$ cat src/rtl/prog_load_sequencer.sv
// rtl/prog_load_sequencer.sv - streams a program image into ROM, then runs the CPU until halt or timeout
// Every output is a register; state transitions set the outputs that the next state presents.
module prog_load_sequencer #(
  parameter int ROM_DEPTH    = 256,
  parameter int HALT_REPEATS = 2
) (
  input  logic        clk,
  input  logic        reset,
  input  logic        cmd_start,
  input  logic [7:0]  cmd_base,
  input  logic [15:0] max_cycles,
  input  logic        s_valid,
  input  logic [7:0]  s_data,
  input  logic        s_last,
  output logic        s_ready,
  output logic        rom_we,
  output logic [7:0]  rom_addr,
  output logic [7:0]  rom_wdata,
  output logic        cpu_run,
  output logic        pc_load,
  output logic [7:0]  pc_value,
  input  logic        ifetch,
  input  logic [7:0]  cpu_pc,
  output logic        busy,
  output logic        done,
  output logic        halted,
  output logic        timeout,
  output logic        overflow,
  output logic [8:0]  byte_count,
  output logic [15:0] run_cycles
);

  localparam int RW = $clog2(HALT_REPEATS + 1);
  localparam logic [RW-1:0] HALT_N = RW'(HALT_REPEATS);

  typedef enum logic [2:0] {IDLE, LOAD, ARM, RUN, DONE} state_t;

  state_t        state;
  logic [7:0]    base;
  logic [7:0]    addr;
  logic [15:0]   max_cyc;
  logic [7:0]    prev_pc;
  logic          have_prev;
  logic [RW-1:0] rep;

  logic          hs;
  logic [15:0]   run_next;
  logic [RW-1:0] rep_next;
  logic          halt_hit;
  logic          time_hit;

  always_comb begin
    hs       = s_valid & s_ready;
    run_next = (run_cycles == 16'hFFFF) ? run_cycles : run_cycles + 16'd1;
    // The first fetch of a run has no predecessor, so it never counts as a repeat.
    rep_next = (have_prev && (cpu_pc == prev_pc)) ? rep + RW'(1) : '0;
    halt_hit = ifetch && (rep_next == HALT_N);
    time_hit = (max_cyc != 16'd0) && (run_next == max_cyc);
  end

  always_ff @(posedge clk) begin
    if (reset) begin
      state      <= IDLE;
      base       <= '0;
      addr       <= '0;
      max_cyc    <= '0;
      prev_pc    <= '0;
      have_prev  <= 1'b0;
      rep        <= '0;
      s_ready    <= 1'b0;
      rom_we     <= 1'b0;
      rom_addr   <= '0;
      rom_wdata  <= '0;
      cpu_run    <= 1'b0;
      pc_load    <= 1'b0;
      pc_value   <= '0;
      busy       <= 1'b0;
      done       <= 1'b0;
      halted     <= 1'b0;
      timeout    <= 1'b0;
      overflow   <= 1'b0;
      byte_count <= '0;
      run_cycles <= '0;
    end else begin
      rom_we  <= 1'b0;
      pc_load <= 1'b0;
      case (state)
        IDLE, DONE: begin
          if (cmd_start) begin
            state      <= LOAD;
            base       <= cmd_base;
            addr       <= cmd_base;
            max_cyc    <= max_cycles;
            byte_count <= '0;
            run_cycles <= '0;
            halted     <= 1'b0;
            timeout    <= 1'b0;
            overflow   <= 1'b0;
            done       <= 1'b0;
            busy       <= 1'b1;
            s_ready    <= 1'b1;
            cpu_run    <= 1'b0;
          end
        end
        LOAD: begin
          if (hs) begin
            rom_we     <= 1'b1;
            rom_addr   <= addr;
            rom_wdata  <= s_data;
            addr       <= addr + 8'd1;
            byte_count <= byte_count + 9'd1;
            if (s_last) begin
              state    <= ARM;
              s_ready  <= 1'b0;
              pc_load  <= 1'b1;
              pc_value <= base;
            end else if (byte_count == 9'(ROM_DEPTH - 1)) begin
              // Image filled the ROM without a last marker: the CPU is never released.
              state    <= DONE;
              s_ready  <= 1'b0;
              overflow <= 1'b1;
              busy     <= 1'b0;
              done     <= 1'b1;
            end
          end
        end
        ARM: begin
          state     <= RUN;
          cpu_run   <= 1'b1;
          have_prev <= 1'b0;
          rep       <= '0;
        end
        RUN: begin
          run_cycles <= run_next;
          if (ifetch) begin
            prev_pc   <= cpu_pc;
            have_prev <= 1'b1;
            rep       <= rep_next;
          end
          if (halt_hit || time_hit) begin
            state   <= DONE;
            cpu_run <= 1'b0;
            busy    <= 1'b0;
            done    <= 1'b1;
            halted  <= halt_hit;
            timeout <= ~halt_hit;
          end
        end
        default: state <= IDLE;
      endcase
    end
  end

endmodule

$ cat config.mk
export PLATFORM = sky130hd
export DESIGN_NAME = prog_load_sequencer
export DESIGN_NICKNAME = d
export VERILOG_FILES = /design/src/rtl/prog_load_sequencer.sv
export SDC_FILE = /design/constraint.sdc
export NUM_CORES = 1
export LEC_CHECK = 0
export ABC_AREA = 1
export BUFFER_PORTS_ARGS = -buffer_cell sky130_fd_sc_hd__buf_4
export CAP_MARGIN = 20
export CORE_MARGIN = 2
export CORE_UTILIZATION = 55
export CTS_CLUSTER_DIAMETER = 200
export DETAILED_ROUTE_END_ITERATION = 10
export HOLD_SLACK_MARGIN = 0.03
export PLACE_DENSITY = 0.9
export SYNTH_ARGS = -nofsm -noshare
export SYNTH_HDL_FRONTEND = slang
export SYNTH_SLANG_ARGS = --single-unit
export TNS_END_PERCENT = 5
$ cat constraint.sdc
create_clock -name clk -period 2.32 [get_ports clk]
set_input_delay 0.464 -clock clk [delete_from_list [all_inputs] [get_ports clk]]
set_output_delay 0.464 -clock clk [all_outputs]
set_load 0.005 [all_outputs]
# [Word-level counts from Yosys, hierarchy flattened]
# Index checks and enable logic that the tools add are counted.
# W data, S select, Z words.
[word_totals] wordCells=115 in_bits=46 output_inout_bits=58 reg_bits=104
[classes] bitwise_logic=4 n_addsub=4 n_mux=43 reduce_logical=27 eq_ne=16
[ops] operator="$mux W16" n=2
[ops] operator="$pmux W16 S2" n=1
[ops] operator="$mux W9" n=2
[ops] operator="$pmux W9 S2" n=1
[ops] operator="$mux W1" n=17
[ops] operator="$add A16 B1 Y16 const B" n=1
[ops] operator="$eq A16 B16 Y1" n=1
[ops] operator="$eq A16 B16 Y1 const B" n=1
[ops] operator="$mux W8" n=2
[ops] operator="$pmux W8 S2" n=1
[ops] operator="$reduce_bool A16 Y1" n=1
[ops] operator="$mux W3" n=5
[ops] operator="$ne A2 B2 Y1 const B" n=6
[ops] operator="$pmux W3 S4" n=1
[ops] operator="$reduce_and A3 Y1" n=4
[ops] operator="$pmux W1 S2" n=5
[ops] operator="$reduce_and A2 Y1" n=5
[ops] operator="$add A9 B1 Y9 const B" n=1
[ops] operator="$eq A9 B8 Y1 const B" n=1
[ops] operator="$pmux W1 S3" n=3
[ops] operator="$add A8 B1 Y8 const B" n=1
[ops] operator="$eq A8 B8 Y1" n=1
[ops] operator="$reduce_and A4 Y1" n=2
[ops] operator="$eq A3 B2 Y1 const B" n=2
[ops] operator="other kinds (18)" n=27

# [Longest topological paths before layout]
# Gate-level depths: netlist (run 1).
[logic_depth] word_depth=8 ltp_mapped=18

# [Worst setup path after synthesis (run 1)]
# No wires, ideal clock.
[synth_path] path_type="flip-flop to flip-flop" from="register run_cycles[0]" to="register busy" arrival_time_ns=1.992 path_slack_ns=0.196 required_time_ns=2.188 period_less_slack_ns=2.124 path_stages_with_launch=18 path_cell_list="dfxtp_1 > ha_1 > nand2_1 > nor2_4 > nand2_4 > nor2_8 > inv_2 > buf_6 > nand2_4 > nand2_2 > a21oi_2 > nand3_1 > nor2_1 > nand2_1 > nand2_4 > nand3_1 > nand2_1 > a21oi_1"
[synth_between] elab_chain_cells=7 elab_cells_between_ends=8 cone_classes="1 x add/sub; 3 x eq/ne; 1 x mux; 3 x reduce/logical"
[synth_rtl] element="start: declaration" line="30" source="output logic [15:0] run_cycles"
[synth_rtl] element="start signal: assignment" line="134" source="run_cycles <= run_next;"
[synth_rtl] element="$add A16 B1 Y16 or $eq A16 B16 Y1 (tied branches)" line="54" source="run_next = (run_cycles == 16'hFFFF) ? run_cycles : run_cycles + 16'd1;"
[synth_rtl] element="$mux W16 (*)" line="54"
[synth_rtl] element="$eq A16 B16 Y1 (*)" line="58" source="time_hit = (max_cyc != 16'd0) && (run_next == max_cyc);"
[synth_rtl] element="$logic_and A1 B1 Y1 (*)" line="58"
[synth_rtl] element="$logic_or A1 B1 Y1 (*)" line="140" source="if (halt_hit || time_hit) begin"
[synth_rtl] element="$ne A2 B2 Y1 (no line) (*)"
[synth_rtl] element="$reduce_and A6 Y1 (no line) (*)"
[synth_rtl] element="end signal: assignment" line="77" source="busy <= 1'b0;"
[synth_rtl] element="end signal: assignment" line="100" source="busy <= 1'b1;"
[synth_rtl] element="end signal: assignment" line="143" source="busy <= 1'b0;"
[synth_rtl] element="end: declaration" line="24" source="output logic busy,"
# Mark *: on every way between the ends. The rest lies on a longest branch, timed or not.
# A chain may end at the register's enable or synchronous reset.

# [Final worst setup path (run 1)]
[layout_path] from="register run_cycles[0]" to="register halted"
[layout_between] elab_chain_cells=7 elab_cells_between_ends=8 cone_classes="1 x add/sub; 3 x eq/ne; 1 x mux; 3 x reduce/logical"
[layout_rtl] element="$add A16 B1 Y16 or $eq A16 B16 Y1 (tied branches)" line="54"
[layout_rtl] element="$mux W16 (*)" line="54"
[layout_rtl] element="$eq A16 B16 Y1 (*)" line="58"
[layout_rtl] element="$logic_and A1 B1 Y1 (*)" line="58"
[layout_rtl] element="$logic_or A1 B1 Y1 (*)" line="140"
[layout_rtl] element="$ne A2 B2 Y1 (no line) (*)"
[layout_rtl] element="$reduce_and A3 Y1 (no line) (*)"
[layout_rtl] element="end signal: assignment" line="145" source="halted <= halt_hit;"
[layout_rtl] element="end: declaration" line="26" source="output logic halted,"
# Marks and branches as above.

==> results of run 1 <==
state kept, by name, summed over array words and instances, names as in the netlist, 2 cells and up:
register,count
state,3
byte_count,9
rom_wdata,8
pc_value,8
run_cycles,16
base,8
rep,2
addr,8
max_cyc,16
rom_addr,8
prev_pc,8
through the flow:
stage | hold WS (ps) | instances | total power [W] | setup slack (ps)
after floorplan | 430 | 698 | 0.00229 | 196
after global placement | 447 | 898 | 0.00248 | 114
after detailed placement | 447 | 898 | 0.00250 | -27.3
after CTS | 304 | 914 | 0.00374 | 11.9
after global routing | 310 | 921 | 0.00390 | -94.5
final | 315 | 921 | 0.00375 | 30.1
power groups by stage:
| stage | Sequential (W) | Clock [W] | Combinational, W |
|---|---|---|---|
| 6_report | 0.00194 | 0.00126 | 0.000539 |
| 2_1_floorplan | 0.00197 | 0 | 0.000322 |
| 4_1_cts | 0.00194 | 0.00127 | 0.000525 |
| 3_3_place_gp | 0.00198 | 0 | 0.000500 |
| 5_1_grt | 0.00195 | 0.00135 | 0.000598 |
| 3_5_place_dp | 0.00198 | 0 | 0.000521 |
tightest hold or removal path, delay by kind of cell:
family                 cells  cell delay, ps
and+or+nand+nor            2             110
buffers and inverters      1              80
routing by layer:
layer	vias up	wire length, um	global-route usage
met5	-	0	0
met4	0	304	0.0875
met3	36	954	0.0623
met2	232	6640	0.463
met1	2312	5200	0.313
li1	2474	-	-
kinds of logic after synthesis:
family | after synthesis | synth area share
DFF | 104 | 0.427
and+or+nand+nor | 310 | 0.277
buffers and inverters | 107 | 0.0847
xor gates and xnor gates | 18 | 0.0323
AOI/OAI and AO/OA | 155 | 0.168
adders and majority gates | 4 | 0.0103
how the worst max path moves through the flow:
stage             startpoint       to  depth (start not counted)
3_3_place_gp   run_cycles[0]     busy                         16
4_1_cts        run_cycles[1]     busy                         16
6_report       run_cycles[0]   halted                         18
5_1_grt        run_cycles[0]  timeout                         17
2_1_floorplan  run_cycles[0]     busy                         17
3_5_place_dp   run_cycles[1]     busy                         16
what timing repair did:
item / CTS / global route
endpoints found under the setup margin: 3 / 10
pin swaps: 0 / 7
buffers inserted: 0 / 7
gates resized for setup: 2 / 38
layout make-up:
class	instances	area (um^2)	area share
multi-input cells	487	2450	0.398
flip-flops and latches	104	2100	0.342
repair buffers	123	927	0.151
inverters	83	314	0.0511
clock buffers	12	145	0.0236
well taps	108	135	0.0220
clock inverters	4	77.6	0.0126
layout by cell type, fill, tap and decap left out, types with 2 or more instances in the layout:
cell | Yosys | layout
sky130_fd_sc_hd__dfxtp_2 | 0 | 9
sky130_fd_sc_hd__nand4_1 | 11 | 11
sky130_fd_sc_hd__xor2_1 | 13 | 13
sky130_fd_sc_hd__inv_2 | 5 | 5
sky130_fd_sc_hd__inv_1 | 76 | 75
sky130_fd_sc_hd__ha_1 | 4 | 3
sky130_fd_sc_hd__clkinv_1 | 2 | 2
sky130_fd_sc_hd__clkinv_4 | 0 | 2
sky130_fd_sc_hd__o22ai_1 | 5 | 5
sky130_fd_sc_hd__xnor2_1 | 5 | 5
sky130_fd_sc_hd__a21oi_1 | 65 | 65
sky130_fd_sc_hd__o21bai_1 | 2 | 2
sky130_fd_sc_hd__nand2_4 | 3 | 4
sky130_fd_sc_hd__nand2_1 | 128 | 122
sky130_fd_sc_hd__buf_4 | 1 | 122
sky130_fd_sc_hd__a221oi_1 | 2 | 2
sky130_fd_sc_hd__dfxtp_4 | 0 | 2
sky130_fd_sc_hd__clkbuf_8 | 0 | 10
sky130_fd_sc_hd__nor4_1 | 5 | 5
sky130_fd_sc_hd__nor2_1 | 112 | 105
sky130_fd_sc_hd__dfxtp_1 | 104 | 93
sky130_fd_sc_hd__nand2_2 | 2 | 7
sky130_fd_sc_hd__o21ai_0 | 70 | 69
sky130_fd_sc_hd__a211oi_1 | 2 | 2
sky130_fd_sc_hd__bufinv_16 | 0 | 2
sky130_fd_sc_hd__or2_2 | 2 | 2
sky130_fd_sc_hd__nor2_4 | 3 | 5
sky130_fd_sc_hd__nor2_2 | 4 | 9
sky130_fd_sc_hd__nand3_1 | 24 | 23
sky130_fd_sc_hd__a31oi_1 | 3 | 3
sky130_fd_sc_hd__clkbuf_1 | 21 | 2
sky130_fd_sc_hd__nor3_1 | 11 | 11
==> insert_results.sql, run 1 <==
INSERT INTO impl_metrics (metric_group, metric, value, unit) VALUES
('synthesis', 'synth.most_common_cell', 'sky130_fd_sc_hd__nand2_1', ''),
('pwr', 'clkPwrFrac', '0.337', ''),
('synthesis', 'synth_enable_flop_cells', '0', ''),
('layout', 'design.final.nets', '858', ''),
('sta', 'max_slew_violation_count', '0', ''),
('worst_setup_path', 'timing.critical_path.to_type', 'register', ''),
('grt', 'global_route.usage.total', '0.262', ''),
('synthesis', 'synthesized_area', '4870', 'um^2'),
('grt', 'grt_first_pass_wirelength', '21.1', 'mm'),
('layout', 'drive_gt1_frac', '0.231', ''),
('grt', 'first_global_vias', '4831', ''),
('grt', 'antenna_found_initial', '0', ''),
('worst_setup_path', 'worst-path-max-fanout', '6', ''),
('pwr', 'internal_power', '0.00274', 'W'),
('clock_network', 'clock_tree.buffer_depth', '2', ''),
('layout', 'end_of_flow_core_utilization', '0.708', ''),
('worst_setup_path', 'reg2reg_setup_slack', '30', 'ps'),
('synthesis', 'syn-num-nets', '748', ''),
('worst_setup_path', 'critPathTopFamily', 'simple AND/OR/NAND/NOR gates', ''),
('sta', 'min_period', '2290', 'ps'),
('pwr', 'vdd_drop_max', '0.000616', 'V'),
('placement', 'port_buffers', '103', ''),
('layout', 'filler_cell_count', '675', ''),
('sta', 'finalHoldViolations', '0', ''),
('synthesis', 'syn_avg_cell_area', '6.98', 'um^2'),
('sta', 'fmax', '437', 'MHz'),
('synthesis', 'cell_type_contributing_the_most_total_cell_area_after_synthesis', 'sky130_fd_sc_hd__dfxtp_1', ''),
('worst_setup_path', 'timing.rr.start', 'run_cycles[0]', ''),
('synthesis', 'synth.yosys.warnings', '0', ''),
('pwr', 'sw_frac_of_total', '0.268', ''),
('synthesis', 'synth_top_cell_area_share', '0.427', ''),
('route', 'totalWireLength', '13.1', 'mm'),
('synthesis', 'synth-async-reset-ratio', '0', ''),
('worst_setup_path', 'slowest_stage_cell_cp', 'sky130_fd_sc_hd__dfxtp_4', ''),
('floorplanning', 'io_pins', '104', ''),
('route', 'avgViaCountPerCell', '5.49', ''),
('clock_network', 'number_of_h_tree_levels', '3', ''),
('floorplanning', 'num_rows', '34', ''),
('floorplanning', 'initial_utilization', '0.562', ''),
('clock_network', 'tritoncts.num_buffers', '9', ''),
('placement', 'gp_congestion', '0.987', ''),
('worst_setup_path', 'cp.required', '2580', 'ps'),
('status', 'result_of_the_run', 'finished, final reports clean', ''),
('clock_network', 'cts_root_buffer', 'sky130_fd_sc_hd__clkbuf_8', ''),
('route', 'post-route-drc-count', '0', ''),
('sta', 'setup-tns-final', '0', 'ps'),
('grt', 'grt_start_max_net_pins', '40', ''),
('sta', 'clock-skew-final', '13.2', 'ps'),
('route', 'wl_per_cell', '14.2', 'um'),
('layout', 'n_antenna_cell', '0', ''),
('route', 'first_iter_violations', '379', ''),
('floorplanning', 'fp.dieArea', '9630', 'um^2'),
('worst_setup_path', 'cp_data_arrival_time', '2550', 'ps'),
('worst_hold_path', 'hold_end', 'rom_wdata[3]', ''),
('worst_hold_path', 'hold_path_depth', '3', ''),
('route', 'drtPass1Iterations', '5', ''),
('synthesis', 'ys.flop_type', 'sky130_fd_sc_hd__dfxtp_1', ''),
('clock_network', 'clkSinkCount', '104', ''),
('layout', 'postLayoutCellArea', '6150', 'um^2'),
('sta', 'timing.max_slew.rel_slack', '0.681', ''),
('sta', 'worst-slew-pin-transition', '478', 'ps'),
('clock_network', 'ctsHoldBuffers', '0', ''),
('worst_hold_path', 'hp-start', 's_data[3]', ''),
('pwr', 'total_leakage_power', '2.82', 'nW'),
('worst_setup_path', 'r2r_end', 'halted', ''),
('flow_run', 'maxCapViolCount', '0', ''),
('pwr', 'power.combinational.fraction', '0.144', ''),
('worst_setup_path', 'cp.buffers_inverters', '3', ''),
('floorplanning', 'dieWidth', '98.1', 'um'),
('sta', 'rsz0062_at_grt', 'yes', ''),
('synthesis', 'synth_seq_area_share', '0.427', '');
(Power assumes the default switching activity.)
==> inputs of run 2 (changes only) <==
--- a/config.mk
+++ b/config.mk
@@ -10,6 +10,7 @@
 export CAP_MARGIN = 20
 export CORE_MARGIN = 2
 export CORE_UTILIZATION = 55
+export CTS_BUF_LIST = sky130_fd_sc_hd__clkbuf_4
 export CTS_CLUSTER_DIAMETER = 200
 export DETAILED_ROUTE_END_ITERATION = 10
 export HOLD_SLACK_MARGIN = 0.03
==> run 2 against run 1 <==
Compared with the run above:
- die area unchanged
- first-iteration DRC count decreased by 0.26%
- global-route usage increased by 0.30 points
- core utilization decreased by 0.79 points
- hold slack lost 110 ps
- combinational power about the same
- flip-flop and latch count stayed put
- clock skew increased by 11 ps
- final cell count decreased by 0.22%
==> insert_results.sql, run 2 (synthesis gave the netlist of run 1 again) <==
INSERT INTO impl_metrics (metric_group, metric, value, unit) VALUES
('grt', 'grt_overflow_total', '0', ''),
('route', 'wl_per_cell', '14.2', 'um'),
('layout', 'top_regs', 'max_cyc: 16 flops, run_cycles: 16 flops, byte_count: 9 flops', ''),
('route', 'drt.antenna.violating_nets', '0', ''),
('worst_setup_path', 'cp_data_arrival_time', '2660', 'ps'),
('flow_run', 'maxCapViolCount', '0', ''),
('floorplanning', 'die_y', '98.1', 'um'),
('layout', 'n_antenna_cell', '0', ''),
('sta', 'max_slew_violation_count', '0', ''),
('clock_network', 'tritoncts.num_buffers', '9', ''),
('route', 'drtPass1Iterations', '5', ''),
('sta', 'clock-skew-final', '24.5', 'ps'),
('clock_network', 'cts_root_buffer', 'sky130_fd_sc_hd__clkbuf_4', ''),
('worst_setup_path', 'critPathKind', 'register to register', ''),
('clock_network', 'clkSinkCount', '104', ''),
('layout', 'area_delta_synth_final', '24.7', '%'),
('clock_network', 'number_of_h_tree_levels', '3', ''),
('worst_setup_path', 'worst_setup_path_start_kind', 'register', ''),
('layout', 'postLayoutCellArea', '6080', 'um^2'),
('placement', 'detailedPlacementHpwl', '9.31', 'mm'),
('route', 'avgViaCountPerCell', '5.56', ''),
('status', 'result_of_the_run', 'finished, final reports clean', ''),
('worst_setup_path', 'ff2ff_path_depth', '18', ''),
('sta', 'finalHoldViolations', '0', ''),
('clock_network', 'clock_tree.buffer_depth', '2', ''),
('sta', 'final_min_period_over_clock_period', '0.981', ''),
('worst_setup_path', 'timing.critical_path.to_type', 'register', ''),
('layout', 'end_of_flow_core_utilization', '0.701', ''),
('grt', 'first_global_vias', '4820', ''),
('sta', 'min_period', '2280', 'ps'),
('placement', 'detailedPlace.worstSlack', '-27.3', 'ps'),
('floorplanning', 'num_rows', '34', ''),
('clock_network', 'clk-insertion-delay-late', '470', 'ps'),
('clock_network', 'tritoncts_clock_tree', 'done', ''),
('grt', 'antenna_found_initial', '0', ''),
('sta', 'worst-slew-pin-transition', '475', 'ps'),
('route', 'first_iter_violations', '378', ''),
('sta', 'rsz0062_at_grt', 'yes', ''),
('route', 'post-route-drc-count', '0', ''),
('worst_hold_path', 'hold_path_depth', '3', ''),
('layout', 'drive_gt1_frac', '0.232', ''),
('pwr', 'vdd_drop_max', '0.000571', 'V'),
('route', 'vias', '5113', ''),
('floorplanning', 'io_pins', '104', ''),
('clock_network', 'ctsHoldBuffers', '0', ''),
('floorplanning', 'initial_utilization', '0.562', ''),
('sta', 'finalWorstSetupSlack', '44.2', 'ps'),
('layout', 'layout.cells.most_common_list', '120 x sky130_fd_sc_hd__nand2_1, 120 x sky130_fd_sc_hd__buf_4, 106 x sky130_fd_sc_hd__nor2_1', ''),
('grt', 'grt_first_pass_wirelength', '21.2', 'mm'),
('worst_hold_path', 'hold_path.class', 'input port to register', ''),
('layout', 'design.final.nets', '856', ''),
('worst_setup_path', 'worst-path-max-fanout', '7', ''),
('worst_setup_path', 'cp.required', '2710', 'ps'),
('placement', 'dp_cells', '898', ''),
('sta', 'timing.max_slew.rel_slack', '0.683', ''),
('route', 'totalWireLength', '13.0', 'mm'),
('sta', 'setup_violations', '0', ''),
('placement', 'gp_congestion', '0.987', ''),
('grt', 'global_route.usage.total', '0.265', ''),
('clock_network', 'worst_setup_hold_path_clk_slew', '160', 'ps'),
('floorplanning', 'core_area', '8680', 'um^2'),
('pwr', 'power-per-cell-area', '584', 'nW/um^2'),
('placement', 'placement.cell_area', '5780', 'um^2'),
('floorplanning', 'dieWidth', '98.1', 'um'),
('grt', 'grt_start_max_net_pins', '40', ''),
('placement', 'port_buffers', '103', ''),
('floorplanning', 'fp.dieArea', '9630', 'um^2'),
('sta', 'fmax', '439', 'MHz'),
('layout', 'final-instance-count-excl-fill', '919', ''),
('pwr', 'total_leakage_power', '2.79', 'nW');
[run 2: cell count changes in the layout (fill, tap and decap cells not counted), moves of 2 or more]
cell	previous run	this run
sky130_fd_sc_hd__o21ai_1	1	3
sky130_fd_sc_hd__clkbuf_8	10	0
sky130_fd_sc_hd__nand2_2	7	9
sky130_fd_sc_hd__buf_4	122	120
sky130_fd_sc_hd__clkbuf_4	0	11
sky130_fd_sc_hd__nand2_1	122	120
sky130_fd_sc_hd__clkbuf_1	2	0
[run 2: where the power goes]
part           switching [W]  total [W]  internal (W)
registers          0.0000655    0.00194       0.00188
clock network       0.000606    0.00107      0.000463
logic               0.000314   0.000536      0.000222
total               0.000986    0.00355       0.00256
[run 2: path summary, 6_finish.rpt]
check	from	to	slack [ps]
min reg2reg	base[1]	base[1]	470
max	run_cycles[0]	halted	40
min	s_data[3]	rom_wdata[3]	200
max reg2reg	run_cycles[0]	halted	40
[run 2: worst max-delay path, stage by stage, from the launching register on]
cell and delay, ps:
sky130_fd_sc_hd__dfxtp_4 410, sky130_fd_sc_hd__ha_4 160, sky130_fd_sc_hd__nand2_4 60, sky130_fd_sc_hd__nor2_4 160, sky130_fd_sc_hd__nand2_4 110, sky130_fd_sc_hd__nor2_8 170
sky130_fd_sc_hd__nand2_1 60, sky130_fd_sc_hd__o21ai_1 140, sky130_fd_sc_hd__nand2_1 80, sky130_fd_sc_hd__nand2_1 70, sky130_fd_sc_hd__nor2_1 40, sky130_fd_sc_hd__nand3_1 50
sky130_fd_sc_hd__nor2_1 40, sky130_fd_sc_hd__nand2_1 100, sky130_fd_sc_hd__nand2_4 90, sky130_fd_sc_hd__buf_6 150, sky130_fd_sc_hd__buf_4 120, sky130_fd_sc_hd__a31oi_1 120
sky130_fd_sc_hd__nor2_1 50
[run 2: stage by stage]
| stage | hold slack (ps) | power [W] | TNS (ps) |
|---|---|---|---|
| final | 202 | 0.00355 | 0 |
| after floorplan | 430 | 0.00229 | 0 |
| after detailed placement | 447 | 0.00250 | -59.4 |
| after global routing | 198 | 0.00370 | -335 |
| after CTS | 192 | 0.00354 | 0 |
| after global placement | 447 | 0.00248 | 0 |
[run 2: layout make-up]
| type | count | area [um^2] |
|---|---|---|
| inverter | 83 | 319 |
| clock buffer | 11 | 82.6 |
| tap | 108 | 135 |
| fill | 682 | 2600 |
| timing repair buffer | 121 | 912 |
| multi-input combinational | 487 | 2450 |
| sequential | 104 | 2100 |
| clock inverter | 5 | 81.3 |
[run 2: what timing repair did]
action                                  in CTS  in global routing
buffers inserted                             0                  5
endpoints found under the setup margin       3                 10
pin swaps                                    0                  7
resized for setup                            2                 42
[run 2: per-layer routing]
layer  GRT usage  vias up  part of all wire
met5           0        -                 0
met4      0.0991        0             0.025
met3      0.0630       33             0.079
met2       0.463      244              0.51
met1       0.316     2357              0.39
li1            -     2479                 -
